<file path="src/rtl/biu_arb_pkg.sv">
// Shared types and helpers for the BIU read/write arbiter.
package biu_arb_pkg;

    typedef enum logic [1:0] {
        ST_IDLE = 2'd0,
        ST_BUSY = 2'd1,
        ST_DONE = 2'd2
    } arb_state_e;

    // Bits needed to hold a count from 0 up to and including `cycles`.
    function automatic int unsigned wdog_width(input int unsigned cycles);
        return $clog2(cycles + 1);
    endfunction

endpackage

</file>
<file path="src/rtl/biu_arb_wdog.sv">
// Busy-cycle watchdog: cleared on load, counts while enabled, flags the last allowed cycle.
module biu_arb_wdog #(
    parameter int unsigned LIMIT = 256,
    parameter int unsigned CNT_W = 9
) (
    input  logic S_AXI_ACLK,
    input  logic S_AXI_ARESETn,
    input  logic load,
    input  logic count,
    output logic expired_c
);

    logic [CNT_W-1:0] cnt;

    // Saturates at LIMIT so a stuck count never wraps back into range.
    always_ff @(posedge S_AXI_ACLK or negedge S_AXI_ARESETn) begin
        if (!S_AXI_ARESETn) begin
            cnt <= '0;
        end else if (load) begin
            cnt <= '0;
        end else if (count && (cnt != CNT_W'(LIMIT))) begin
            cnt <= cnt + CNT_W'(1);
        end
    end

    assign expired_c = count && (cnt == CNT_W'(LIMIT - 1));

endmodule

</file>
<file path="src/rtl/biu_rw_arbiter.sv">
// Round-robin arbiter sharing one register bus between the BIU write and read paths.
// Optional busy watchdog enabled by defining BIU_RW_ARBITER_TIMEOUT_EN.
module biu_rw_arbiter
    import biu_arb_pkg::*;
#(
    parameter int unsigned ADDR_WIDTH     = 32,
    parameter int unsigned DATA_WIDTH     = 32,
    parameter int unsigned TIMEOUT_CYCLES = 256
) (
    input  logic                    S_AXI_ACLK,
    input  logic                    S_AXI_ARESETn,
    input  logic [ADDR_WIDTH-1:0]   biu_waddr,
    input  logic                    biu_wenable,
    input  logic [DATA_WIDTH-1:0]   biu_wdata,
    input  logic [DATA_WIDTH/8-1:0] biu_wben,
    output logic                    biu_waccept,
    output logic                    biu_werror,
    input  logic [ADDR_WIDTH-1:0]   biu_raddr,
    input  logic                    biu_renable,
    output logic [DATA_WIDTH-1:0]   biu_rdata,
    output logic                    biu_raccept,
    output logic                    biu_rerror,
    output logic                    reg_req,
    output logic                    reg_we,
    output logic [ADDR_WIDTH-1:0]   reg_addr,
    output logic [DATA_WIDTH-1:0]   reg_wdata,
    output logic [DATA_WIDTH/8-1:0] reg_wben,
    input  logic                    reg_ack,
    input  logic [DATA_WIDTH-1:0]   reg_rdata,
    input  logic                    reg_err
);

    arb_state_e state;
    logic       last_wr;
    logic       grant_c;
    logic       wr_win_c;
    logic       tie_c;
    logic       wdog_expired_c;

    assign grant_c  = (state == ST_IDLE) && (biu_wenable || biu_renable);
    assign tie_c    = biu_wenable && biu_renable;
    // On a tie the path that did not win the previous tie goes first.
    assign wr_win_c = biu_wenable && !(biu_renable && last_wr);

`ifdef BIU_RW_ARBITER_TIMEOUT_EN
    localparam int unsigned WDOG_W = wdog_width(TIMEOUT_CYCLES);

    biu_arb_wdog #(
        .LIMIT (TIMEOUT_CYCLES),
        .CNT_W (WDOG_W)
    ) u_wdog (
        .S_AXI_ACLK    (S_AXI_ACLK),
        .S_AXI_ARESETn (S_AXI_ARESETn),
        .load          (grant_c),
        .count         (state == ST_BUSY),
        .expired_c     (wdog_expired_c)
    );
`else
    assign wdog_expired_c = 1'b0;
`endif

    always_ff @(posedge S_AXI_ACLK or negedge S_AXI_ARESETn) begin
        if (!S_AXI_ARESETn) begin
            state       <= ST_IDLE;
            last_wr     <= 1'b0;
            reg_req     <= 1'b0;
            reg_we      <= 1'b0;
            reg_addr    <= '0;
            reg_wdata   <= '0;
            reg_wben    <= '0;
            biu_waccept <= 1'b0;
            biu_werror  <= 1'b0;
            biu_raccept <= 1'b0;
            biu_rerror  <= 1'b0;
            biu_rdata   <= '0;
        end else begin
            case (state)
                ST_IDLE: begin
                    if (grant_c) begin
                        reg_req <= 1'b1;
                        reg_we  <= wr_win_c;
                        if (tie_c) begin
                            last_wr <= wr_win_c;
                        end
                        if (wr_win_c) begin
                            reg_addr  <= biu_waddr;
                            reg_wdata <= biu_wdata;
                            reg_wben  <= biu_wben;
                        end else begin
                            reg_addr  <= biu_raddr;
                            reg_wdata <= '0;
                            reg_wben  <= '0;
                        end
                        state <= ST_BUSY;
                    end
                end
                ST_BUSY: begin
                    // A real ack always beats a watchdog expiry in the same cycle.
                    if (reg_ack) begin
                        reg_req     <= 1'b0;
                        biu_waccept <= reg_we;
                        biu_raccept <= !reg_we;
                        biu_werror  <= reg_we && reg_err;
                        biu_rerror  <= !reg_we && reg_err;
                        biu_rdata   <= reg_we ? '0 : reg_rdata;
                        state       <= ST_DONE;
                    end else if (wdog_expired_c) begin
                        reg_req     <= 1'b0;
                        biu_waccept <= reg_we;
                        biu_raccept <= !reg_we;
                        biu_werror  <= reg_we;
                        biu_rerror  <= !reg_we;
                        biu_rdata   <= '0;
                        state       <= ST_DONE;
                    end
                end
                ST_DONE: begin
                    biu_waccept <= 1'b0;
                    biu_raccept <= 1'b0;
                    biu_werror  <= 1'b0;
                    biu_rerror  <= 1'b0;
                    state       <= ST_IDLE;
                end
                default: begin
                    state <= ST_IDLE;
                end
            endcase
        end
    end

endmodule

</file>
<file path="config.mk">
export PLATFORM = sky130hd
export DESIGN_NAME = biu_rw_arbiter
export DESIGN_NICKNAME = d
export VERILOG_FILES = /design/src/rtl/biu_arb_pkg.sv /design/src/rtl/biu_arb_wdog.sv /design/src/rtl/biu_rw_arbiter.sv
export SDC_FILE = /design/constraint.sdc
export NUM_CORES = 1
export LEC_CHECK = 0
export CAP_MARGIN = 0
export CORE_MARGIN = 2
export CORE_UTILIZATION = 36
export DETAILED_ROUTE_END_ITERATION = 6
export PLACE_DENSITY = 0.77
export SKIP_LAST_GASP = 1
export SLEW_MARGIN = 20
export SYNTH_ARGS = -nofsm -noshare
export SYNTH_HDL_FRONTEND = slang
export SYNTH_HIERARCHICAL = 1
export SYNTH_SLANG_ARGS = --single-unit
</file>
<file path="constraint.sdc">
create_clock -name S_AXI_ACLK -period 1.39 [get_ports S_AXI_ACLK]
set_input_delay 0.278 -clock S_AXI_ACLK [delete_from_list [all_inputs] [get_ports S_AXI_ACLK]]
set_output_delay 0.278 -clock S_AXI_ACLK [all_outputs]
set_load 0.05 [all_outputs]
</file>
# Word-level counts from Yosys, hierarchy flattened
# Index checks and enable logic that the tools add are counted.
dict set report word_totals {
  elab_cells 52
  ff_bits 109
}
dict set report op_classes {
  mux 18
  reduce_logical 18
  n_eq_ne 4
}
# cell n
set op_table {}
lappend op_table {{$mux W32} 3}
lappend op_table {{$pmux W1 S2} 5}
lappend op_table {{$reduce_and A2 Y1} 4}
lappend op_table {{$logic_and A1 B1 Y1} 6}
lappend op_table {{$mux W1} 6}
lappend op_table {{$reduce_and A3 Y1} 2}
lappend op_table {{$mux W2} 2}
lappend op_table {{$mux W4} 1}
lappend op_table {{$ne A2 B2 Y1 const B} 2}
lappend op_table {{$pmux W2 S2} 1}
lappend op_table {{$reduce_bool A2 Y1} 2}
lappend op_table {{$eq A2 B1 Y1 const B} 1}
lappend op_table {{$eq A2 B2 Y1 const B} 1}
lappend op_table {{$logic_not A1 Y1} 2}
lappend op_table {{$logic_not A2 Y1} 1}
lappend op_table {{$logic_or A1 B1 Y1} 1}

# Depth between registers and ports, before layout
# Gate-level depths: netlist of run 1.
dict set report logic_depth {
  depth_word 4
  mapped_depth 6
  mapped_depth_nobuf 3
}

# Worst setup path before layout of run 1
# No wires, ideal clock.
dict set report synth_path {
  path_kind {reg-to-reg}
  from {register last_wr}
  to {register reg_addr[0]}
  path_slack_ns -0.045
  required_ns 1.265
  arrival_time_ns 1.310
  n_path_buf 1
  path_stages_with_launch 5
  cell_sequence {dfrtp_1 -> a21bo_4 -> buf_6 -> mux2_4 -> mux2_2}
}
dict set report synth_via {
  elab_chain_len 4
}
# item line
set synth_lines {}
lappend synth_lines {{from (decl)} biu_rw_arbiter.sv:34} ;# logic last_wr;
lappend synth_lines {{from (signal assigned)} biu_rw_arbiter.sv:83} ;# last_wr <= wr_win_c;
lappend synth_lines {{$logic_and A1 B1 Y1} biu_rw_arbiter.sv:43} ;# assign wr_win_c = biu_wenable && !(biu_renable && last_wr);
lappend synth_lines {{$logic_not A1 Y1} biu_rw_arbiter.sv:43}
lappend synth_lines {{$logic_and A1 B1 Y1} biu_rw_arbiter.sv:43}
lappend synth_lines {{$mux W32} biu_rw_arbiter.sv:85} ;# if (wr_win_c) begin
lappend synth_lines {{to (signal assigned)} biu_rw_arbiter.sv:86} ;# reg_addr <= biu_waddr;
lappend synth_lines {{to (signal assigned)} biu_rw_arbiter.sv:90} ;# reg_addr <= biu_raddr;
lappend synth_lines {{to (decl)} biu_rw_arbiter.sv:25} ;# output logic [ADDR_WIDTH-1:0] reg_addr,
# No other way between the ends.
# A chain may end at the register's enable or synchronous reset.

# Final worst setup path of run 1
dict set report layout_path {
  from {input port biu_renable}
  to {register reg_addr[29]}
}
dict set report layout_via {
  elab_chain_len 4
  word_cells_on_any_way 7
}
# item line
set layout_lines {}
lappend layout_lines {{from (decl)} biu_rw_arbiter.sv:19} ;# input logic biu_renable,
lappend layout_lines {{$logic_and A1 B1 Y1} biu_rw_arbiter.sv:43}
lappend layout_lines {{$logic_not A1 Y1} biu_rw_arbiter.sv:43}
lappend layout_lines {{$logic_and A1 B1 Y1} biu_rw_arbiter.sv:43}
lappend layout_lines {{$mux W32} biu_rw_arbiter.sv:85}
# Several ways; a longest one is shown, not always the timed one.

==> results of run 1 <==
[stage by stage]
| step | utilization | area, um^2 | total power, mW | setup slack, ns |
|---|---|---|---|---|
| after floorplan | - | 4687 | 13.74 | -0.04451 |
| after CTS | 0.7048 | 8930 | 25.34 | -0.1293 |
| after detailed placement | 0.6759 | 8564 | 22.64 | -0.5084 |
| final | 0.7124 | 9026 | 25.33 | -0.1385 |
| after global placement | 0.6759 | 8564 | 22.29 | -0.4755 |
| after global routing | 0.7124 | 9026 | 26.36 | -0.1715 |
[metal layers]
metal  GRT usage  vias to the layer above  part of all wire
met5           0                        -                 0
met4     0.07078                        0             0.020
met3     0.05329                       27             0.062
met2      0.3761                      155              0.55
met1      0.2229                     1930              0.37
li1            -                     1789                 -
[flip-flops by register name (all words and copies together), names as in the netlist]
| name | flops |
|---|---|
| biu_rdata | 32 |
| reg_addr | 32 |
| reg_wdata | 32 |
| reg_wben | 4 |
| state | 2 |
| biu_raccept | 1 |
| biu_rerror | 1 |
| biu_waccept | 1 |
| biu_werror | 1 |
| last_wr | 1 |
| reg_req | 1 |
| reg_we | 1 |
[kinds of logic (layout without fill, tap and decap cells)]
logic type	Yosys count	after routing	share of synthesized area
xor+xnor	1	1	0.001870
flops	109	109	0.5823
simple gates	76	76	0.08200
mux	65	65	0.1800
other cells	0	1	0
buf+inv	28	296	0.03151
compound gates	80	80	0.1223
[worst min-delay path by stage]
stage	from	to	slack, ns
6_report	S_AXI_ARESETn	reg_addr[17]$_DFFE_PN0P_	0.34
5_1_grt	S_AXI_ARESETn	reg_addr[11]$_DFFE_PN0P_	0.35
4_1_cts	S_AXI_ARESETn	reg_addr[17]$_DFFE_PN0P_	0.32
3_5_place_dp	S_AXI_ARESETn	reg_addr[17]$_DFFE_PN0P_	0.14
3_3_place_gp	S_AXI_ARESETn	reg_addr[20]$_DFFE_PN0P_	0.14
2_1_floorplan	S_AXI_ARESETn	biu_raccept$_DFFE_PN0P_	-0.02
[cell usage after synthesis]
library cell / number
dfrtp_1: 109
a22o_1: 37
nand2_1: 36
mux2_2: 34
o21ai_0: 34
nand2b_1: 32
mux2_4: 30
clkbuf_1: 12
buf_2: 7
buf_4: 3
buf_6: 3
inv_1: 3
nor2b_1: 3
o2bb2ai_1: 3
a31oi_1: 2
and3_1: 2
a21bo_4: 1
a21boi_0: 1
a21o_1: 1
mux2i_1: 1
nand3b_1: 1
nand4_1: 1
nor2_1: 1
o21ai_2: 1
xor2_1: 1
[area by class of cell]
cell class | instances | area share
Clock buffer | 11 | 0.02689
Timing Repair Buffer | 277 | 0.4390
Antenna cell | 1 | 0.0002772
Clock inverter | 5 | 0.004436
Inverter | 3 | 0.001248
Multi-Input combinational cell | 222 | 0.2021
Sequential cell | 109 | 0.3022
Tap cell | 172 | 0.02384
[timing repair]
action,in CTS,in global routing
buffers inserted,0,2
hold buffers,1,0
hold endpoints to repair,8,0
endpoints found under the setup margin,69,93
cloned,2,2
pin swaps,2,4
gates resized for setup,9,9
[worst max-delay path, delay by kind of cell]
kind,cells,cell delay [ns]
buffers and inverters,2,0.66
muxes,2,0.59
AOI/OAI and AO/OA,1,0.22
[power by group through the flow]
stage | sequential [mW] | clock, mW | combinational (mW)
global route | 6.66 | 2.71 | 17.0
detailed placement | 6.53 | 0 | 16.1
CTS | 6.49 | 2.55 | 16.3
floorplan | 10.9 | 0 | 2.79
global placement | 6.43 | 0 | 15.9
finish | 6.48 | 2.48 | 16.4
==> metrics.yaml, run 1 <==
run_status:
  status: "finished, violations left"
  failed_checks: "setup timing"
route:
  postRouteAntennaNets: 0
  vias: 3901
  drt_first_pass_iters: 4
  drc: 0
  drt_iter0_drc: 157
  vias_per_cell: 4.876
  wl_per_cell_um: 17.70
  wl_um: 14160
worst_setup_path:
  cp_max_fo: 12
  reg2reg_depth: 4
  required_ns: 1.62
  worst_path_max_delay_cell: "clkdlybuf4s50_1"
  worst_setup_path_end_kind: "flop"
  worstSetupPathType: "input pin to flop"
  critPathCapture: "reg_addr[29]$_DFFE_PN0P_"
  max_stage_delay_ns: 0.49
  worstSetupStartpointType: "input pin"
  path_cells: "clkdlybuf4s50_1, a21bo_4, buf_12, mux2_2, mux2_2"
  r2r-start: "last_wr$_DFFE_PN0P_"
  reg2reg_slack_ns: -0.12
  critPathMostFrequentCell: "mux2_2"
  startpoint: "biu_renable"
  worst_r2r_endpoint: "reg_addr[18]$_DFFE_PN0P_"
  crit_arrival_ns: 1.76
timing:
  slew_headroom: 0.8037
  rsz0062_at_grt: "true"
  drv_slew: 0
  fin_ws_ns: -0.1385
  worst_pin_slew_ns: 0.2945
  finalSetupViolCount: 35
  fin_crit_ns: 1.529
  max_freq_mhz: 654.2
  clock_skew_ns: 0.01256
  period_share: 1.100
  finalSetupTns_ns: -3.272
  whs_ns: 0.3389
  finalHoldViolations: 0
yosys:
  syn-cell-area_um2: 4684
  synth_warnings: 6
  synth_area_leaders: "dfrtp_1 (58%), mux2_4 (9.6%), mux2_2 (8.2%)"
  synth.top_cell.area_share: 0.5823
  ys_seq_area_frac: 0.5823
  syn_nets: 497
  yosysUniqueCellTypes: 25
  synth_area_leader_cell: "dfrtp_1"
  synth_cells: 359
  synth_area_per_cell_um2: 13.05
  ys_ff_latch: 109
finish:
  layout.cells.non_filler: 800
  area_growth_pct: 92.68
  fillers: 826
  layout.nets: 760
  drive_gt1_frac: 0.3557
  layout_commonest_cell: "clkdlybuf4s50_1"
  seq_area_um2: 2728
  layout_common_cells: "clkdlybuf4s50_1 (135), buf_12 (116), dfrtp_1 (109)"
  multi_input_area_um2: 1824
floorplan:
  rows: 41
  start_util: 0.3697
  coreArea_um2: 12670
  die_area_um2: 13940
  num_io_pins: 244
  die_h_um: 118.1
  die_w_um: 118.1
place:
  numPlacedInstances: 776
  io_buffers: 243
  place_congestion: 0.8053
  dp_hpwl_um: 10680
pwr:
  clockPowerShare: 0.098
  p_seq_frac: 0.256
  p_leak_nw: 4.041
  power_density_nw_per_um2: 2807
  power_frac_comb: 0.647
  p_int_mw: 14.37
  p_switching_mw: 10.96
  peakVddDrop_mv: 1.714
  sw_frac_of_total: 0.4328
global_route:
  grt_pass1_wl_um: 22630
  track_usage: 0.2033
  overflow: 0
  grt_pass1_vias: 4397
  grt_max_degree: 54
  antenna_found_initial: 1
clock_tree:
  cts_sinks: 109
  cts_max_level: 3
  cts-root-buf: "clkbuf_16"
  clk_pin_slew_ns: 0.08
  clk-insertion-delay-late_ns: 0.34
  cts_buffers: 9
  cts_tree: "built"
  clk_path_buf_depth: 2
flow_run:
  maxCapViolCount: 0
worst_hold_path:
  hp-class: "input pin to asynchronous set/reset pin"
Note: power is estimated with default switching activity, not from simulation.
==> run 2, diff against run 1 <==
--- a/config.mk
+++ b/config.mk
@@ -5,14 +5,16 @@
 export SDC_FILE = /design/constraint.sdc
 export NUM_CORES = 1
 export LEC_CHECK = 0
+export ABC_AREA = 1
 export CAP_MARGIN = 0
 export CORE_MARGIN = 2
 export CORE_UTILIZATION = 36
 export DETAILED_ROUTE_END_ITERATION = 6
-export PLACE_DENSITY = 0.77
+export PLACE_DENSITY = 0.76
 export SKIP_LAST_GASP = 1
 export SLEW_MARGIN = 20
 export SYNTH_ARGS = -nofsm -noshare
 export SYNTH_HDL_FRONTEND = slang
 export SYNTH_HIERARCHICAL = 1
 export SYNTH_SLANG_ARGS = --single-unit
+export TNS_END_PERCENT = 1
==> constraint.sdc (replaced) <==
create_clock -name S_AXI_ACLK -period 1.3 [get_ports S_AXI_ACLK]
set_input_delay 0.26 -clock S_AXI_ACLK [delete_from_list [all_inputs] [get_ports S_AXI_ACLK]]
set_output_delay 0.26 -clock S_AXI_ACLK [all_outputs]
set_load 0.05 [all_outputs]
==> run 2 against run 1 <==
  * The flow now finishes without violations
  * Sequential power increased by 6.8%
  * Non-clock buffer count decreased by 1
  * Routed wire length increased by 4.5%
  * Largest cell class unchanged
  * Sequential share of layout area decreased by 0.24 points
  * Worst hold slack improved by 0.051 ns
  * Register-to-register slack improved by 0.18 ns
  * Core utilization decreased by 2.0 points
==> metrics.yaml, run 2 <==
run_status:
  status: "complete, no violations"
yosys:
  synth_area_leaders: "dfrtp_1 (57%), nand2_1 (19%), nand3_1 (11%)"
  ys.flop_type: "dfrtp_1"
  ys_ff_latch: 109  # unchanged
  synth_edf_count: 0  # unchanged
  yosysMostFrequentCell: "nand2_1"
  synth_warnings: 6  # unchanged
  synth_area_leader_cell: "dfrtp_1"
  yosys-top-cells-count: "nand2_1 (242), dfrtp_1 (109), nand3_1 (108), inv_1 (67), o21ai_0 (36)"
  yosysUniqueCellTypes: 15  # -40%
  synth.top_cell.area_share: 0.5656  # -0.01662
  syn_nets: 745  # +50%
  ys_seq_area_frac: 0.5656  # -0.01662
  synth_cells: 607  # +69%
  synth_area_per_cell_um2: 7.944  # -39%
  syn-cell-area_um2: 4822  # +2.9%
  async_flop_share: 1.000  # unchanged
pwr:
  peakVddDrop_mv: 1.633  # -4.7%
  power_density_nw_per_um2: 2945  # +4.9%
  p_leak_nw: 4.547  # +13%
  total_power_mw: 26.80  # +5.8%
clock_tree:
  cts_buffers: 9  # unchanged
  cts-root-buf: "clkbuf_16"
  clk-insertion-delay-late_ns: 0.35  # about the same
  cts_sinks: 109  # unchanged
  clk_path_buf_depth: 2  # unchanged
  clk_pin_slew_ns: 0.08  # about the same
  cts_tree: "built"
  cts_max_level: 3  # unchanged
worst_setup_path:
  critPathCapture: "reg_wdata[8]$_DFFE_PN0P_"
  reg2reg_slack_ns: 0.06  # +0.18 ns
  required_ns: 1.59  # -0.03 ns
  crit_arrival_ns: 1.53  # -0.23 ns
  r2r-start: "state[1]$_DFFE_PN0P_"
  worst_setup_path_end_kind: "flop"
  reg2reg_depth: 7  # +3
  startpoint: "state[1]$_DFFE_PN0P_"
  worstSetupPathType: "flop to flop"
  worstSetupStartpointType: "flop"
  cp_max_fo: 13  # +1
  worst_r2r_endpoint: "reg_wdata[8]$_DFFE_PN0P_"
timing:
  worst_pin_slew_ns: 0.4347  # +0.1402 ns
  finalHoldViolations: 0  # unchanged
  clock_skew_ns: 0.01309  # +0.0005263 ns
  whs_ns: 0.3898  # +0.05096 ns
  max_freq_mhz: 807.6
  drv_slew: 0  # unchanged
  slew_headroom: 0.7102  # -0.09350
  rsz0062_at_grt: "true"
  fin_crit_ns: 1.238
  period_share: 0.9524
  finalSetupViolCount: 0  # -100%
place:
  io_buffers: 243  # unchanged
  numPlacedInstances: 1021  # +32%
  dp_hpwl_um: 11390  # +6.7%
  place_congestion: 0.7815  # -3.0%
  place_area_um2: 8797  # +2.7%
finish:
  area_growth_pct: 88.74
  fin_area_um2: 9101  # +0.83%
  layout_commonest_cell: "nand2_1"
  layout_common_cells: "nand2_1 (241), clkdlybuf4s50_1 (136), buf_12 (121)"
  layout.cells.non_filler: 1038  # +30%
  antennaDiodeCount: 0  # -1
  drive_gt1_frac: 0.1891  # -0.1666
  fin_util: 0.6928  # -0.01959
  layout.nets: 995  # +31%
  reg_top3: "biu_rdata: 32 flops, reg_addr: 32 flops, reg_wdata: 32 flops"
global_route:
  grt_max_degree: 64  # +19%
  antenna_found_initial: 0  # -1
  overflow: 0  # unchanged
  track_usage: 0.2139  # +0.01060
  grt_pass1_vias: 4919  # +12%
  grt_pass1_wl_um: 24260  # +7.2%
floorplan:
  rows: 42  # +2.4%
  start_util: 0.3670  # -0.002657
  die_w_um: 119.7  # +1.4%
  die_h_um: 119.7  # +1.4%
  num_io_pins: 244  # unchanged
  die_area_um2: 14340  # +2.8%
  coreArea_um2: 13140  # +3.7%
route:
  vias: 4759  # +22%
  drc: 0  # unchanged
  wl_um: 14800  # +4.5%
  drt_first_pass_iters: 4  # unchanged
  drt_iter0_drc: 222  # +41%
  postRouteAntennaNets: 0  # unchanged
  wl_per_cell_um: 14.26  # -19%
  vias_per_cell: 4.585  # -6.0%
worst_hold_path:
  hp-class: "input pin to asynchronous set/reset pin"
flow_run:
  maxCapViolCount: 0  # unchanged
## run 2: changes by cell type after synthesis, sizes merged, moves of 3 or more
cell and delta:
a22o -37, nand2b -32, nand3 +108, inv +66
buf +14, o2bb2ai -3, mux2 -64, nor2b -3
nand2 +207
## run 2: what timing repair did
item / 4_1_cts / 5_1_grt
hold endpoints to repair: 21 / 0
buffers inserted: 0 / 0
gates resized for setup: 0 / 2
setup endpoints to repair: 0 / 42
hold buffers: 1 / 0
## run 2: critical path: stages (launching register included)
cell and delay (ns):
dfrtp_1 0.38, inv_1 0.09, nand2_2 0.08, nor2_4 0.17
buf_6 0.18, buf_12 0.14, nand3_1 0.08, nand2_1 0.07
## run 2: how the worst min path moves through the flow
stage | start | endpoint | slack [ns] | cells after the start
after global routing | S_AXI_ARESETn | biu_rdata[17]$_DFFE_PN0P_ | 0.42 | 2
after CTS | S_AXI_ARESETn | biu_rdata[16]$_DFFE_PN0P_ | 0.39 | 2
after global placement | S_AXI_ARESETn | biu_rdata[17]$_DFFE_PN0P_ | 0.22 | 1
after detailed placement | S_AXI_ARESETn | biu_rdata[16]$_DFFE_PN0P_ | 0.23 | 1
final | S_AXI_ARESETn | biu_rdata[17]$_DFFE_PN0P_ | 0.39 | 2
after floorplan | S_AXI_ARESETn | biu_raccept$_DFFE_PN0P_ | -0.04 | 0
## run 2: layout make-up
cell class | count | area, um^2
fill | 985 | 4036
sequential | 109 | 2729
timing repair buffer | 276 | 3933
inverter | 70 | 262.8
clock inverter | 7 | 62.56
tap | 176 | 220.2
multi-input combinational | 391 | 1669
clock buffer | 9 | 225.2
## run 2: kinds of logic (layout without fill, tap and decap cells)
| kind of cell | after synthesis | in the layout | synth area share |
|---|---|---|---|
| AOI/OAI and AO/OA | 37 | 37 | 0.03840 |
| buffers and inverters | 107 | 362 | 0.08978 |
| DFF | 109 | 109 | 0.5656 |
| and+or+nand+nor | 354 | 354 | 0.3062 |
## run 2: per-layer routing
metal / part of all wire / GRT usage
met3: 0.083 / 0.06559
met5: 0 / 0
met4: 0.024 / 0.07574
met1: 0.40 / 0.2540
met2: 0.49 / 0.3668
## run 2: power by group
| part | leakage [nW] | switching, mW | internal (mW) |
|---|---|---|---|
| clock | 0.135 | 1.29 | 1.33 |
| sequential | 1.38 | 1.84 | 5.08 |
| combinational | 3.03 | 9.19 | 8.07 |
## run 2: metrics by stage
| step | TNS (ns) | setup slack [ns] |
|---|---|---|
| floorplan | 0 | 0.06467 |
| global placement | -16.09 | -0.2385 |
| detailed placement | -18.92 | -0.3046 |
| CTS | 0 | 0.01538 |
| global route | -0.6697 | -0.04512 |
| finish | 0 | 0.06184 |
